**src/rtl/counter_seq_pkg.sv**
```systemverilog
// Shared types for the counter command sequencer:
// opcode and FSM state enums.
package counter_seq_pkg;

  typedef enum logic [1:0] {
    OP_NOP  = 2'd0,
    OP_LOAD = 2'd1,
    OP_UP   = 2'd2,
    OP_DOWN = 2'd3
  } op_e;

  typedef enum logic [1:0] {
    S_IDLE,
    S_LOAD,
    S_RUN,
    S_DONE
  } state_e;

endpackage

```
**src/rtl/cmd_fifo.sv**
```systemverilog
// Command queue: DEPTH-entry FIFO, first-word-fall-through head.
// Ports: i_clk, i_rst (sync, active high), i_push/i_wdata,
//        i_pop/o_rdata, o_full, o_empty.
module cmd_fifo #(
  parameter int W     = 10,
  parameter int DEPTH = 4
) (
  input  logic         i_clk,
  input  logic         i_rst,
  input  logic         i_push,
  input  logic [W-1:0] i_wdata,
  input  logic         i_pop,
  output logic [W-1:0] o_rdata,
  output logic         o_full,
  output logic         o_empty
);

  localparam int AW = $clog2(DEPTH);

  logic [W-1:0]  mem [DEPTH];
  logic [AW-1:0] wr_ptr;
  logic [AW-1:0] rd_ptr;
  logic [AW:0]   count;
  logic          do_push;
  logic          do_pop;

  assign o_full  = (count == (AW+1)'(DEPTH));
  assign o_empty = (count == '0);
  assign do_push = i_push && !o_full;
  assign do_pop  = i_pop && !o_empty;
  assign o_rdata = mem[rd_ptr];

  always_ff @(posedge i_clk) begin
    if (do_push) mem[wr_ptr] <= i_wdata;
  end

  always_ff @(posedge i_clk) begin
    if (i_rst) begin
      wr_ptr <= '0;
      rd_ptr <= '0;
      count  <= '0;
    end else begin
      if (do_push) wr_ptr <= wr_ptr + AW'(1);
      if (do_pop)  rd_ptr <= rd_ptr + AW'(1);
      unique case ({do_push, do_pop})
        2'b10:   count <= count + (AW+1)'(1);
        2'b01:   count <= count - (AW+1)'(1);
        default: count <= count;
      endcase
    end
  end

endmodule

```
**src/rtl/counter_cmd_seq.sv**
```systemverilog
// Queues LOAD/UP/DOWN/NOP commands and plays them out as
// enable/load/direction strobes for a downstream counter.
// Ports: i_clk, i_rst (sync, active high), i_valid/i_op/i_arg
// command in, o_ready; o_en/o_load/o_dir/o_data counter drive;
// o_done end-of-command pulse; o_busy.
// Macro CMD_SEQ_ABORT_EN adds i_abort and o_aborted.
import counter_seq_pkg::*;

module counter_cmd_seq #(
  parameter int N     = 8,
  parameter int DEPTH = 4
) (
  input  logic         i_clk,
  input  logic         i_rst,
  input  logic         i_valid,
  input  logic [1:0]   i_op,
  input  logic [N-1:0] i_arg,
  output logic         o_ready,
  output logic         o_en,
  output logic         o_load,
  output logic         o_dir,
  output logic [N-1:0] o_data,
  output logic         o_done,
  output logic         o_busy
`ifdef CMD_SEQ_ABORT_EN
  ,
  input  logic         i_abort,
  output logic         o_aborted
`endif
);

  logic         flush;
  logic         full;
  logic         empty;
  logic         push;
  logic         pop;
  logic [N+1:0] head;
  op_e          head_op;
  logic [N-1:0] head_arg;

  state_e       state;
  state_e       state_n;
  logic [N-1:0] cnt;
  logic [N-1:0] cnt_n;
  logic         en_n;
  logic         load_n;
  logic         dir_n;
  logic         done_n;
  logic [N-1:0] data_n;

`ifdef CMD_SEQ_ABORT_EN
  assign flush = i_abort;

  always_ff @(posedge i_clk) begin
    if (i_rst) o_aborted <= 1'b0;
    else       o_aborted <= i_abort;
  end
`else
  assign flush = 1'b0;
`endif

  assign o_ready  = !full;
  assign push     = i_valid && !full;
  assign head_op  = op_e'(head[N+1:N]);
  assign head_arg = head[N-1:0];
  assign o_busy   = (state != S_IDLE) || !empty;

  // A flush shares the queue's reset, so a command
  // pushed in the abort cycle is dropped as well.
  cmd_fifo #(
    .W     (N + 2),
    .DEPTH (DEPTH)
  ) u_fifo (
    .i_clk   (i_clk),
    .i_rst   (i_rst || flush),
    .i_push  (push),
    .i_wdata ({i_op, i_arg}),
    .i_pop   (pop),
    .o_rdata (head),
    .o_full  (full),
    .o_empty (empty)
  );

  // Outputs are computed for the next state and
  // registered with it, so they line up with it.
  always_comb begin
    state_n = state;
    cnt_n   = cnt;
    en_n    = 1'b0;
    load_n  = 1'b0;
    done_n  = 1'b0;
    dir_n   = o_dir;
    data_n  = o_data;
    pop     = 1'b0;
    unique case (state)
      S_IDLE: begin
        if (!empty) begin
          pop = 1'b1;
          unique case (head_op)
            OP_LOAD: begin
              state_n = S_LOAD;
              en_n    = 1'b1;
              load_n  = 1'b1;
              data_n  = head_arg;
            end
            OP_UP, OP_DOWN: begin
              if (head_arg != '0) begin
                state_n = S_RUN;
                cnt_n   = head_arg;
                en_n    = 1'b1;
                dir_n   = (head_op == OP_UP);
              end else begin
                state_n = S_DONE;
                done_n  = 1'b1;
              end
            end
            default: begin
              state_n = S_DONE;
              done_n  = 1'b1;
            end
          endcase
        end
      end
      S_LOAD: begin
        state_n = S_DONE;
        done_n  = 1'b1;
      end
      S_RUN: begin
        // cnt holds the steps left including this one
        if (cnt == N'(1)) begin
          state_n = S_DONE;
          done_n  = 1'b1;
        end else begin
          cnt_n = cnt - N'(1);
          en_n  = 1'b1;
        end
      end
      default: state_n = S_IDLE;
    endcase
  end

  always_ff @(posedge i_clk) begin
    if (i_rst) begin
      state  <= S_IDLE;
      cnt    <= '0;
      o_en   <= 1'b0;
      o_load <= 1'b0;
      o_dir  <= 1'b0;
      o_done <= 1'b0;
      o_data <= '0;
    end else if (flush) begin
      state  <= S_IDLE;
      cnt    <= '0;
      o_en   <= 1'b0;
      o_load <= 1'b0;
      o_done <= 1'b0;
    end else begin
      state  <= state_n;
      cnt    <= cnt_n;
      o_en   <= en_n;
      o_load <= load_n;
      o_dir  <= dir_n;
      o_done <= done_n;
      o_data <= data_n;
    end
  end

endmodule

```
**config.mk**
```make
export PLATFORM = sky130hd
export DESIGN_NAME = counter_cmd_seq
export DESIGN_NICKNAME = d
export VERILOG_FILES = /design/src/rtl/counter_seq_pkg.sv /design/src/rtl/cmd_fifo.sv /design/src/rtl/counter_cmd_seq.sv
export SDC_FILE = /design/constraint.sdc
export NUM_CORES = 1
export LEC_CHECK = 0
export ABC_AREA = 1
export BUFFER_PORTS_ARGS = -buffer_cell sky130_fd_sc_hd__buf_2
export CELL_PAD_IN_SITES_DETAIL_PLACEMENT = 0
export CELL_PAD_IN_SITES_GLOBAL_PLACEMENT = 1
export CORE_ASPECT_RATIO = 0.5
export CORE_MARGIN = 2
export CORE_UTILIZATION = 27
export CTS_CLUSTER_SIZE = 24
export DETAILED_ROUTE_END_ITERATION = 8
export HOLD_SLACK_MARGIN = 0.15
export PLACE_DENSITY = 0.53
export SLEW_MARGIN = 30
export SYNTH_ARGS = -nofsm -noshare
export SYNTH_HDL_FRONTEND = slang
export SYNTH_SLANG_ARGS = --single-unit
```
**constraint.sdc**
```tcl
create_clock -name i_clk -period 6.85 [get_ports i_clk]
set_input_delay 1.37 -clock i_clk [delete_from_list [all_inputs] [get_ports i_clk]]
set_output_delay 1.37 -clock i_clk [all_outputs]
set_load 0.02 [all_outputs]
```
Word level (Yosys, flattened, before mapping)
Memories as Yosys holds them, arrays and structs flattened. A register that Yosys moved wholly into a read port is not among the register bits.
Cells that the tools add are included.
{"block": "totals", "elab_cells": 78, "ramBits": 40, "inputBits": 13, "output_inout_bits": 14, "latchBits": 0, "reg_bits": 29, "romBits": 0, "memories": 1}
{"block": "classes", "add_sub_neg": 5, "magnitude_cmp": 0, "mul": 0, "div": 0, "n_mux": 28, "n_shift": 0, "bitwise_logic": 2, "eq_ne": 14, "n_reduce_logical": 18}
{"name": "u_fifo.mem", "words": 4, "width": 10, "read_ports": 1, "rd_ports_with_merged_regs": 1, "write_ports": 1, "line_no": "cmd_fifo.sv:20", "source": "logic [W-1:0] mem [DEPTH];"}
{"cell": "$mux 8", "n": 4}
{"cell": "$pmux 8 s2", "n": 1}
{"cell": "$mux 1", "n": 12}
{"cell": "$eq 2x2->1 const B", "n": 4}
{"cell": "$eq 8x1->1 const B", "n": 1}
{"cell": "$mux 2", "n": 4}
{"cell": "$ne 2x2->1 const B", "n": 4}
{"cell": "$reduce_bool 8->1", "n": 1}
{"cell": "$sub 8x1->8 const B", "n": 1}
{"cell": "$eq 2x1->1 const B", "n": 3}
{"cell": "$pmux 1 s2", "n": 3}
{"cell": "$pmux 2 s3", "n": 1}
{"cell": "$pmux 3 s2", "n": 1}
{"cell": "$reduce_bool 2->1", "n": 3}
{"cell": "$reduce_and 5->1", "n": 1}
{"cell": "$add 2x1->2 const B", "n": 2}
{"cell": "$pmux 2 s2", "n": 1}
{"cell": "$reduce_and 4->1", "n": 1}
{"cell": "$add 3x1->3 const B", "n": 1}
{"cell": "$eq 3x3->1 const B", "n": 1}
{"cell": "$logic_and 1x1->1", "n": 3}
{"cell": "$logic_not 3->1", "n": 1}
{"cell": "$pmux 1 s3", "n": 1}
{"cell": "$reduce_and 3->1", "n": 1}
{"cell": "9 further kinds", "n": 11}

Logic depth before layout (Yosys ltp)
Gate-level depths: netlist of the first run.
{"block": "depth", "ltp_word": 6, "mapped_depth": 12, "mapped_depth_nobuf": 11}

Hierarchy
Synthesis of the first run repeated with hierarchy kept, for this count alone.
{"block": "unflattened", "cells_unflattened": 358, "area_unflattened_um2": 3269.4}
{"mod": "cmd_fifo", "n_inst": 1, "cells_each": 167, "area_each_um2": 1983.2, "seq_area_each_um2": 1381.3}
{"mod": "counter_cmd_seq", "n_inst": 1, "cells_each": 191, "area_each_um2": 1286.2, "seq_area_each_um2": 440.4}

Worst setup path before layout of the first run
OpenSTA, ideal clock, no wires.
{"block": "synth_path", "kind": "input -> register", "start": "in i_valid", "end": "reg u_fifo.count[2]", "path_buffers": 0, "arrival_ns": 2.538, "required_ns": 6.728, "slack_ns": 4.190, "cell_stages": 8, "path_cell_list": "nand2_1 > ha_1 > inv_1 > fa_1 > a21oi_1 > o21ai_0 > o21ai_0 > a21oi_1"}
{"block": "synth_via", "elab_chain_len": 4, "elab_cells_between_ends": 6, "cone_classes": "2 x eq/ne; 1 x mux; 3 x reduce/logical"}
{"element": "from (decl)", "line_no": "counter_cmd_seq.sv:15", "source": "input logic i_valid,"}
{"element": "$logic_and 1x1->1 *", "line_no": "counter_cmd_seq.sv:63", "source": "assign push = i_valid && !full;"}
{"element": "$logic_and 1x1->1 *", "line_no": "cmd_fifo.sv:29", "source": "assign do_push = i_push && !o_full;"}
{"element": "$eq 2x1->1 / $eq 2x2->1 (equally long branches)", "line_no": "cmd_fifo.sv:45", "source": "unique case ({do_push, do_pop})"}
{"element": "$pmux 3 s2 / $reduce_bool 2->1 (equally long branches)"}
{"element": "to (signal assigned)", "line_no": "cmd_fifo.sv:46", "source": "2'b10: count <= count + (AW+1)'(1);"}
{"element": "to (signal assigned)", "line_no": "cmd_fifo.sv:47", "source": "2'b01: count <= count - (AW+1)'(1);"}
{"element": "to (signal assigned)", "line_no": "cmd_fifo.sv:48", "source": "default: count <= count;"}
{"element": "to (decl)", "line_no": "cmd_fifo.sv:23", "source": "logic [AW:0] count;"}
Every way passes the cells marked *; elsewhere a longest branch is shown, timed or not.
A chain may end at the register's enable or synchronous reset.

Worst setup path in the final report of the first run
{"block": "layout_path", "start": "reg u_fifo.count[0]", "end": "out o_busy"}
{"block": "layout_via", "elab_chain_len": 3}
{"element": "$logic_not 3->1", "line_no": "cmd_fifo.sv:28", "source": "assign o_empty = (count == '0);"}
{"element": "$logic_not 1->1", "line_no": "counter_cmd_seq.sv:66", "source": "assign o_busy = (state != S_IDLE) || !empty;"}
{"element": "$logic_or 1x1->1", "line_no": "counter_cmd_seq.sv:66"}
{"element": "to (decl)", "line_no": "counter_cmd_seq.sv:24", "source": "output logic o_busy"}
No other way between the ends.

==> metrics.md, run 1 <==
| Metric | Value |
|---|---|
| Total CTS buffers | 9 |
| Die Y | 82.2 µm |
| Slew headroom | 50.8% |
| Placed insts | 530 |
| Mux contribution to synthesized area | 0% |
| Nets@finish | 401 |
| # setup viols final | 0 |
| First-pass DRT Iterations | 4 |
| Crit end category | output pin |
| Vias in the first global route | 2270 |
| Crit Path Max Fanout | 4 |
| Hold buffers post-CTS | 0 |
| Largest family of logic cells by synthesized area | simple AND/OR/NAND/NOR gates |
| Status | finished, final reports clean |
| N_diodes | 0 |
| Area share of the largest cell type after synthesis | 36.4% |
| Reg-to-Reg End | cnt[0] |
| Clock Skews | 6.62 ps |
| Final Cycle Share | 41.5% |
| Setup tns final | 0 ps |
| Final Critical Period | 2850 ps |
| Number of max-cap violations | 0 |
| CP Data Arrival Time | 1480 ps |
| Initial core utilization | 27.8% |
| Cell variety after synth | 35 |
| Peak supply drop | 0.107 mV |
| Die width | 160 µm |
| Crit Path Category | reg -> out |
| Final Hold Viols | 0 |
| Number of synthesized flops with an enable pin | 40 |
| First-pass GRT wire length | 11800 µm |
| Area delta synth->final | 16.7% |
| CP max-delay cell | nor3_1 |
| Grt ovf | 0 |
| Slew of the pin with the lowest slew margin | 737 ps |
| Worst setup SP type | register |
| Unrepaired setup endpoints after global routing | false |
| IO Count | 27 |
| Via/cell ratio | 4.28 |
| Met2 Resource Use GR | 19.2% |
| Top post-synthesis cells by area | edfxtp_1, dfxtp_1, nand2_1, nand3_1, ha_1 |
| Fmax | 351 MHz |
| Met1 Use GR | 15.4% |
| R2R cell count | 11 |
| Wire length per cell | 13.2 µm |
| Worst hold path type | reg -> reg |
| Post-synthesis simple-gate area fraction | 25.0% |
| Commonest non-fill, non-tap cell in the layout | nand2_1 |
| Worst EP required | 5480 ps |
| # rows | 28 |
| Most frequent cells in the layout | nand2_1, edfxtp_1, dfxtp_1, nand3_1, inv_1 |
| Synth warn | 0 |
| Pin count of the biggest net entering global routing | 24 |
| Leak | 1.57 nW |
| Worst Setup EP | o_busy |
| Gr busiest metal | met2 |
| Post-synth net total | 373 |
| PwrDens | 470 nW/µm² |
| Share of layout cells above drive strength 1 | 20.0% |
| Async SR Flop Fraction | 0% |
| CTS sink cnt | 71 |
| Met3 Track Usage GR | 3.95% |
| Core Area | 11900 µm² |
| Input/output buffers | 26 |
| Cell Area, Synth | 3300 µm² |
| Syn avg cell area | 9.49 µm² |
| Layout Cells excl Fill | 545 |
| Synth Area in Adders | 4.77% |
| Htree depth | 3 |
| Critical-path cell list | nor3_1 > nand2_1 > buf_2 |
| Setup repair bufs after CTS | 0 |
| Worst reg2reg setup slack | 4190 ps |
| Max clock buf depth | 2 |
| Synth area leader | edfxtp_1 |
| Mapped Cells | 348 |
| Remaining DRCs | 0 |
| Die ar. | 13200 µm² |
| Post-DRT Antenna Nets | 0 |
| Clk Tree Root Cell | clkbuf_16 |
| Worst Setup SP | u_fifo.count[0] |
| Compound-cell area share of the yosys netlist | 8.15% |
| Initial antenna violation count | 0 |
| Synth Area in XOR/XNOR | 0.531% |
| HPWL after DPL | 4930 µm |
| Post-CTS Resized | 0 |
| Primary FF master, synth | edfxtp_1 |
| RePlAce Congestion | 0.751 |
| Sequential area share after synthesis | 55.2% |
| Flops & latches, synth | 71 |
| DR iter-0 viols | 109 |
| Final Max Slew Viols | 0 |
| Via Count | 2333 |
| Insertion delay to the later sink of the worst-skew pair | 320 ps |
| Total Wirelength | 7200 µm |
| Slowest stage delay, CP | 430 ps |
| CTS tree | yes |
| Gr usage total | 11.9% |
| Clk pin slew, worst setup/hold paths | 60 ps |
metrics by stage:
| step | setup slack (ps) | util, % | hold slack, ps | total power [mW] | instance area, µm² |
|---|---|---|---|---|---|
| after floorplan | 4190 | - | 436 | 1.20 | 3300 |
| after global placement | 3990 | 30.0 | 449 | 1.37 | 3560 |
| after detailed placement | 3940 | 30.0 | 453 | 1.37 | 3560 |
| after CTS | 3960 | 32.4 | 461 | 1.83 | 3840 |
| after global routing | 3840 | 32.5 | 481 | 1.97 | 3850 |
| final | 4000 | 32.5 | 458 | 1.81 | 3850 |
cell families after synthesis:
group	after synthesis
adder cells (fa/ha/maj)	12
XOR/XNOR	2
buffers and inverters	41
AND/OR/NAND/NOR	172
AO/OA/AOI/OAI	50
flip-flops	71
state kept, by name, summed over array words and instances (netlist names), named ones only:
signal         flops
o_en               1
cnt                8
u_fifo.mem        40
o_done             1
u_fifo.wr_ptr      2
u_fifo.count       3
o_load             1
o_dir              1
state              2
u_fifo.rd_ptr      2
o_data             8
worst max-delay path: cells and delay by family (launching register included):
family | cells | cell delay, ps
buf+inv | 1 | 210
simple gates | 2 | 620
flops | 1 | 330
report_power, final:
group	internal (mW)	total [mW]	switching, mW
combinational	0.240	0.750	0.510
sequential	0.541	0.611	0.0705
clock	0.278	0.450	0.171
total	1.06	1.81	0.752
metal layers:
metal,up-vias,part of all wire [%],routed length (µm)
met2,33,45,3250
li1,1204,-,-
met4,0,0.56,40
met1,1094,51,3680
met3,2,3.2,231
met5,-,0,0
cell usage after synthesis (all sizes together) (4+ instances only):
library cell,number
buf,7
edfxtp,40
o21ai,27
nor2,39
a21oi,22
nand3,32
inv,30
nand3b,4
ha,11
dfxtp,31
nand2,92
cell type report:
cell class / instances / area (µm²)
Inverter: 32 / 130
Timing Repair Buffer: 26 / 130
Tap cell: 165 / 206
Fill cell: 1244 / 8020
Sequential cell: 71 / 1820
Clock buffer: 9 / 225
Clock inverter: 6 / 62.6
Multi-Input combinational cell: 236 / 1280
how the worst min path moves through the flow:
stage,from,to,slack [ps],depth (start not counted)
2_1_floorplan,u_fifo.rd_ptr[1],register,440,2
3_3_place_gp,o_dir,o_dir,450,2
3_5_place_dp,o_dir,o_dir,450,2
4_1_cts,o_dir,o_dir,460,2
5_1_grt,o_dir,o_dir,480,2
6_report,o_dir,o_dir,460,2
No activity file was read; power rests on OpenSTA's default activity.
==> run 2: changes to the inputs <==
--- a/config.mk
+++ b/config.mk
@@ -5,7 +5,7 @@
 export SDC_FILE = /design/constraint.sdc
 export NUM_CORES = 1
 export LEC_CHECK = 0
-export ABC_AREA = 1
+export ABC_AREA = 0
 export BUFFER_PORTS_ARGS = -buffer_cell sky130_fd_sc_hd__buf_2
 export CELL_PAD_IN_SITES_DETAIL_PLACEMENT = 0
 export CELL_PAD_IN_SITES_GLOBAL_PLACEMENT = 1
@@ -15,7 +15,7 @@
 export CTS_CLUSTER_SIZE = 24
 export DETAILED_ROUTE_END_ITERATION = 8
 export HOLD_SLACK_MARGIN = 0.15
-export PLACE_DENSITY = 0.53
+export PLACE_DENSITY = 0.51
 export SLEW_MARGIN = 30
 export SYNTH_ARGS = -nofsm -noshare
 export SYNTH_HDL_FRONTEND = slang
==> constraint.sdc (replaced) <==
create_clock -name i_clk -period 2.81 [get_ports i_clk]
set_input_delay 0.562 -clock i_clk [delete_from_list [all_inputs] [get_ports i_clk]]
set_output_delay 0.562 -clock i_clk [all_outputs]
set_load 0.02 [all_outputs]
==> run 2 against run 1 <==
Effect of this change:
- design area shrank 0.94%
- flip-flop and latch count is the same
- first-iteration DRC count grew 87%
- worst hold slack lost 13 ps
- utilization grew 1.6 points
- largest power group unchanged
- sequential share of layout area increased by 0.45 points
- combinational power increased by 130%
==> metrics.md, run 2 <==
| Metric | Value |
|---|---|
| HPWL after DPL | 5000 µm (+1.5%) |
| Input/output buffers | 26 (unchanged) |
| Critical-path cell list | buf_12 > mux4_2 > or4_4 > o21ai_4 > o22a_2 > mux2_4 |
| Number of max-cap violations | 0 (unchanged) |
| Most frequent cells in the layout | edfxtp_1, dfxtp_1, buf_2, nor2_1, inv_1 |
| Post-route cell area | 3820 µm² (-0.94%) |
| Synth area leader | edfxtp_1 |
| Htree depth | 3 (unchanged) |
| # setup viols final | 0 (unchanged) |
| Mapped Cells | 245 (-30%) |
| Final Max Slew Viols | 0 (unchanged) |
| Die width | 157 µm (-2.1%) |
| Cell variety after synth | 44 (+26%) |
| Slowest stage delay, CP | 610 ps (+180 ps) |
| Commonest non-fill, non-tap cell in the layout | edfxtp_1 |
| Cell Area, Synth | 3160 µm² (-4.2%) |
| N_diodes | 0 (unchanged) |
| Status | finished, final reports clean |
| Post-CTS Resized | 0 (unchanged) |
| Wire length per cell | 15.7 µm (+19%) |
| First-pass DRT Iterations | 4 (unchanged) |
| Nets@finish | 308 (-23%) |
| Number of synthesized flops with an enable pin | 40 (unchanged) |
| Synth warn | 0 (unchanged) |
| Biggest regs | u_fifo.mem (40), cnt (8), o_data (8) |
| Reg-to-Reg End | cnt[1] |
| Layout Cells excl Fill | 447 (-18%) |
| CTS sink cnt | 71 (unchanged) |
| Syn avg cell area | 12.9 µm² (+36%) |
| Area delta synth->final | 20.7% |
| Crit Path Category | reg -> reg |
| Final Hold Viols | 0 (unchanged) |
| CP Data Arrival Time | 2780 ps (+1300 ps) |
| Clk pin slew, worst setup/hold paths | 60 ps (about the same) |
| RePlAce Congestion | 0.781 (+4.1%) |
| Remaining DRCs | 0 (unchanged) |
| Top post-synthesis cells by area | edfxtp_1, dfxtp_1, mux4_2, ha_1, mux2i_1 |
| Hold path startpoint | i_arg[4] |
| Via/cell ratio | 4.59 (+7.3%) |
| Pin count of the biggest net entering global routing | 32 (+33%) |
| First-pass GRT wire length | 10900 µm (-7.6%) |
| Vias in the first global route | 1977 (-13%) |
| Post-synth net total | 270 (-28%) |
| Leak | 1.36 nW (-13%) |
| Slew of the pin with the lowest slew margin | 722 ps (-14.2 ps) |
| Worst setup SP type | register |
| Post-DRT Antenna Nets | 0 (unchanged) |
| Share of layout cells above drive strength 1 | 22.9% (+2.9 points) |
| Worst hold path type | in -> reg |
| Max clock buf depth | 2 (unchanged) |
| Final Cycle Share | 91.0% |
| Setup tns final | 0 ps (unchanged) |
| Clk Tree Root Cell | clkbuf_16 |
| Grt ovf | 0 (unchanged) |
| Core Area | 11200 µm² (-5.6%) |
| Via Count | 2053 (-12%) |
| Gr usage total | 11.9% (-0.032 points) |
| # rows | 27 (-3.6%) |
| Peak supply drop | 0.362 mV (+240%) |
| Total Wirelength | 7030 µm (-2.4%) |
| R2R cell count | 6 (-5) |
| Initial core utilization | 28.2% (+0.40 points) |
| Worst reg2reg setup slack | 250 ps (-3940 ps) |
| CP max-delay cell | or4_4 |
| Insertion delay to the later sink of the worst-skew pair | 330 ps (about the same) |
| Max reg flops | 40 (unchanged) |
| IO Count | 27 (unchanged) |
| Largest register by flop count | u_fifo.mem |
| Total CTS buffers | 9 (unchanged) |
| Hold path cells | 1 (-1) |
| Hold buffers post-CTS | 0 (unchanged) |
| Slew headroom | 51.2% (+0.32 points) |
| Area share of the largest cell type after synthesis | 38.0% (+1.6 points) |
| Placed insts | 431 (-19%) |
| Unrepaired setup endpoints after global routing | false |
| Sequential area share after synthesis | 57.6% (+2.4 points) |
| Clock Skews | 6.01 ps (-0.611 ps) |
| Crit Path Max Fanout | 10 (+6) |
| Final Critical Period | 2560 ps |
| PwrDens | 1130 nW/µm² (+140%) |
| Setup repair bufs after CTS | 0 (unchanged) |
| CTS tree | yes |
| DR iter-0 viols | 204 (+87%) |
| Flops & latches, synth | 71 (unchanged) |
| Primary FF master, synth | edfxtp_1 |
| Die ar. | 12600 µm² (-4.0%) |
| Die Y | 80.5 µm (-2.0%) |
| Async SR Flop Fraction | 0% (unchanged) |
| Crit end category | register |
| Synth top cells by count | edfxtp_1, dfxtp_1, nor2_1 |
| Count leader, synth | edfxtp_1 |
| Fmax | 391 MHz |
| Worst Setup EP | cnt[1] |
| Placed cell areas | 3530 µm² (-0.84%) |
| Worst EP required | 3030 ps (-2450 ps) |
| Initial antenna violation count | 0 (unchanged) |
[run 2: through the flow]
stage | total power [mW] | setup slack (ps) | util [%] | hold WS [ps]
global route | 4.61 | 164 | 34.0 | 441
floorplan | 2.71 | 345 | - | 465
detailed placement | 3.24 | 252 | 31.4 | 487
CTS | 4.37 | 232 | 34.0 | 436
finish | 4.33 | 254 | 34.0 | 445
global placement | 3.24 | 297 | 31.4 | 482
[run 2: report_power, final]
group          internal, mW  switching [mW]  total (mW)  leakage (nW)
registers              1.33           0.160        1.49         0.620
clock network         0.688           0.414        1.10         0.136
logic                 0.723            1.01        1.74         0.602
[run 2: cell type report]
class                      count  area, µm²
fill                        1131       7400
sequential                    71       1820
multi-input combinational    152       1240
clock buffer                  11        233
timing repair buffer          35        210
tap                          159        199
clock inverter                 5       58.8
inverter                      14       52.6
[run 2: layer usage]
metal	vias up	GRT usage, %	part of all wire, %
met5	-	0	0
met4	0	4.55	1.4
met3	9	3.94	4.0
met2	39	17.9	44
met1	993	15.8	51
li1	1012	-	-
[run 2: worst min path at each step]
stage	to	slack, ps
6_report	u_fifo.mem[0][4]	450
5_1_grt	u_fifo.mem[0][3]	440
4_1_cts	u_fifo.mem[0][4]	440
3_5_place_dp	o_dir	490
3_3_place_gp	state[1]	480
2_1_floorplan	state[1]	460
[run 2: logic make-up (layout without fill, tap and decap cells)]
logic type               after synthesis  after routing  share of synthesized area, %
flip-flops                            71             71                          57.6
adder cells (fa/ha/maj)               12             12                          4.98
XOR/XNOR                               5              5                          1.38
multiplexers                          23             23                          11.6
AO/OA/AOI/OAI                         46             46                          10.4
AND/OR/NAND/NOR                       66             66                          11.0
buffers and inverters                 22             65                          3.09
[run 2: critical path, delay by kind of cell, from the launching register on]
kind | cells | cell delay [ps]
and+or+nand+nor | 1 | 610
muxes | 2 | 870
DFF | 1 | 360
buffers and inverters | 1 | 160
AOI/OAI and AO/OA | 2 | 430
==> run 3: changes to the inputs <==
--- a/config.mk
+++ b/config.mk
@@ -6,7 +6,6 @@
 export NUM_CORES = 1
 export LEC_CHECK = 0
 export ABC_AREA = 0
-export BUFFER_PORTS_ARGS = -buffer_cell sky130_fd_sc_hd__buf_2
 export CELL_PAD_IN_SITES_DETAIL_PLACEMENT = 0
 export CELL_PAD_IN_SITES_GLOBAL_PLACEMENT = 1
 export CORE_ASPECT_RATIO = 0.5
@@ -14,8 +13,9 @@
 export CORE_UTILIZATION = 27
 export CTS_CLUSTER_SIZE = 24
 export DETAILED_ROUTE_END_ITERATION = 8
+export DONT_BUFFER_PORTS = 1
 export HOLD_SLACK_MARGIN = 0.15
-export PLACE_DENSITY = 0.51
+export PLACE_DENSITY = 0.57
 export SLEW_MARGIN = 30
 export SYNTH_ARGS = -nofsm -noshare
 export SYNTH_HDL_FRONTEND = slang
==> run 3 against run 2 <==
Effect of this change:
- first-iteration DRC count is 36% lower
- sequential power rose by 3%
- combinational power is 7% lower
- clock-buffer cell count fell by 2
- register-to-register slack better by 40 ps
- critical path depth unchanged
- fmax rose by 1.6%
- clock power is 4% lower
- non-clock buffer count shrank 24
- sequential share of layout area rose by 1.8 points
- power decreased by 2.9%
- final cell count decreased by 5.4%
==> metrics.md, run 3 (same netlist as run 2, synthesis figures left out) <==
| Metric | Value |
|---|---|
| Fmax | 398 MHz (+1.6%) |
| Reg-to-Reg End | cnt[1] |
| Number of max-cap violations | 0 (unchanged) |
| RePlAce Congestion | 0.821 (+5.1%) |
| Most frequent cells in the layout | edfxtp_1, dfxtp_1, nor2_1, inv_1 |
| Biggest regs | u_fifo.mem (40), cnt (8), o_data (8) |
| Nets@finish | 284 (-7.8%) |
| Core Area | 11200 µm² (unchanged) |
| First-pass GRT wire length | 11300 µm (+3.8%) |
| Via Count | 2028 (-1.2%) |
| Remaining DRCs | 0 (unchanged) |
| Post-CTS Resized | 0 (unchanged) |
| IO Count | 27 (unchanged) |
| Worst setup SP type | register |
| Input/output buffers | 0 (-100%) |
| Max reg flops | 40 (unchanged) |
| Power Total | 4.20 mW (-2.9%) |
| Total CTS buffers | 9 (unchanged) |
| Leak | 1.24 nW (-8.6%) |
| Status | finished, final reports clean |
| Setup tns final | 0 ps (unchanged) |
| Worst EP required | 3030 ps (about the same) |
| CP max-delay cell | or4_4 |
| Total Wirelength | 6910 µm (-1.7%) |
| Slowest stage delay, CP | 600 ps (about the same) |
| CP Data Arrival Time | 2730 ps (-50 ps) |
| # setup viols final | 0 (unchanged) |
| Die width | 157 µm (unchanged) |
| Final Max Slew Viols | 0 (unchanged) |
| Post-DRT Antenna Nets | 0 (unchanged) |
| Crit end category | register |
| DR iter-0 viols | 131 (-36%) |
| Final Cycle Share | 89.5% (-1.5 points) |
| Slew headroom | 62.7% (+11 points) |
| Peak supply drop | 0.325 mV (-10%) |
| Area delta synth->final | 16.3% |
| Final Hold Viols | 0 (unchanged) |
| Die Y | 80.5 µm (unchanged) |
| Grt ovf | 0 (unchanged) |
| Initial antenna violation count | 0 (unchanged) |
| Via/cell ratio | 4.79 (+4.4%) |
| Int Power | 2.61 mW (-4.6%) |
| Initial core utilization | 28.2% (unchanged) |
| N_diodes | 0 (unchanged) |
| PwrDens | 1140 nW/µm² (+0.75%) |
| Slew of the pin with the lowest slew margin | 556 ps (-167 ps) |
| Setup repair bufs after CTS | 0 (unchanged) |
| Htree depth | 3 (unchanged) |
| CTS sink cnt | 71 (unchanged) |
| Flop pwr share | 36.4% (+2.0 points) |
| # rows | 27 (unchanged) |
| Switching power | 1.59 mW (about the same) |
| Worst reg2reg setup slack | 290 ps (+40 ps) |
| Max clock buf depth | 2 (unchanged) |
| Worst hold margin | 305 ps (-140 ps) |
| Commonest non-fill, non-tap cell in the layout | edfxtp_1 |
| Clk pin slew, worst setup/hold paths | 60 ps (about the same) |
| HPWL after DPL | 4820 µm (-3.7%) |
| Clk Tree Root Cell | clkbuf_16 |
| Worst Setup EP | cnt[1] |
| Clock Skews | 6.62 ps (+0.615 ps) |
| Final Critical Period | 2520 ps (-41.1 ps) |
| Crit Path Max Fanout | 7 (-3) |
| Worst hold path type | in -> reg |
| Gr usage total | 12.1% (+0.21 points) |
| First-pass DRT Iterations | 4 (unchanged) |
| Hold buffers post-CTS | 0 (unchanged) |
| Insertion delay to the later sink of the worst-skew pair | 330 ps (about the same) |
| Largest register by flop count | u_fifo.mem |
| Share of layout cells above drive strength 1 | 16.7% (-6.3 points) |
| Power share of the clock group | 25.3% (-0.2 points) |
| Logic gate share of total power | 38.3% (-1.9 points) |
| Die ar. | 12600 µm² (unchanged) |
| Pin count of the biggest net entering global routing | 32 (unchanged) |
| CTS tree | yes |
| Crit Path Category | reg -> reg |
| R2R cell count | 6 (unchanged) |
| Wire length per cell | 16.3 µm (+3.9%) |
| Vias in the first global route | 2147 (+8.6%) |
| Unrepaired setup endpoints after global routing | false |
| Critical-path cell list | buf_4 > mux4_2 > or4_4 > o21ai_4 > o22a_2 > mux2_4 |
| Switching share of total power | 37.8% (+1.1 points) |
==> run 3: power groups by stage <==
stage | sequential [mW] | combinational [mW] | clock, mW
final | 1.53 | 1.61 | 1.06
after floorplan | 1.50 | 1.21 | 0
after CTS | 1.53 | 1.61 | 1.09
after global placement | 1.55 | 1.59 | 0
after global routing | 1.56 | 1.81 | 1.14
after detailed placement | 1.55 | 1.60 | 0
==> run 3: stage by stage <==
stage	instance area, µm²	setup WS [ps]	instances	utilization [%]
after floorplan	3160	345	245	-
after global placement	3400	326	407	30.3
after detailed placement	3400	303	407	30.3
after CTS	3680	279	423	32.8
after global routing	3680	192	423	32.8
final	3680	295	423	32.8
==> run 3: final cells by class <==
class / count / area, µm²
Fill cell: 1137 / 7540
Sequential cell: 71 / 1820
Multi-Input combinational cell: 152 / 1240
Clock buffer: 9 / 225
Tap cell: 159 / 199
Timing Repair Buffer: 11 / 82.6
Clock inverter: 7 / 55.1
Inverter: 14 / 52.6
==> run 3: layer usage <==
layer,global-route usage (%),vias to the layer above,share of wire (%)
met2,19.5,40,45
met3,4.64,9,6.0
met4,5.09,0,1.3
met1,14.5,1011,48
li1,-,968,-
met5,0,-,0
==> run 3: critical path: cells and delay by family (launching register included) <==
kind,cells,cell delay (ps)
mux,2,870
flops,1,320
compound gates,2,420
buf+inv,1,180
simple gates,1,600
==> run 3: how the worst min path moves through the flow <==
stage                                start  depth (start not counted)                to
after detailed placement  u_fifo.wr_ptr[1]                          2  u_fifo.wr_ptr[1]
after floorplan                   state[1]                          2          state[1]
after CTS                            i_rst                          1  u_fifo.rd_ptr[0]
after global routing                 i_rst                          1         o_data[0]
final                                i_rst                          1   u_fifo.count[0]
after global placement            state[1]                          2          state[1]
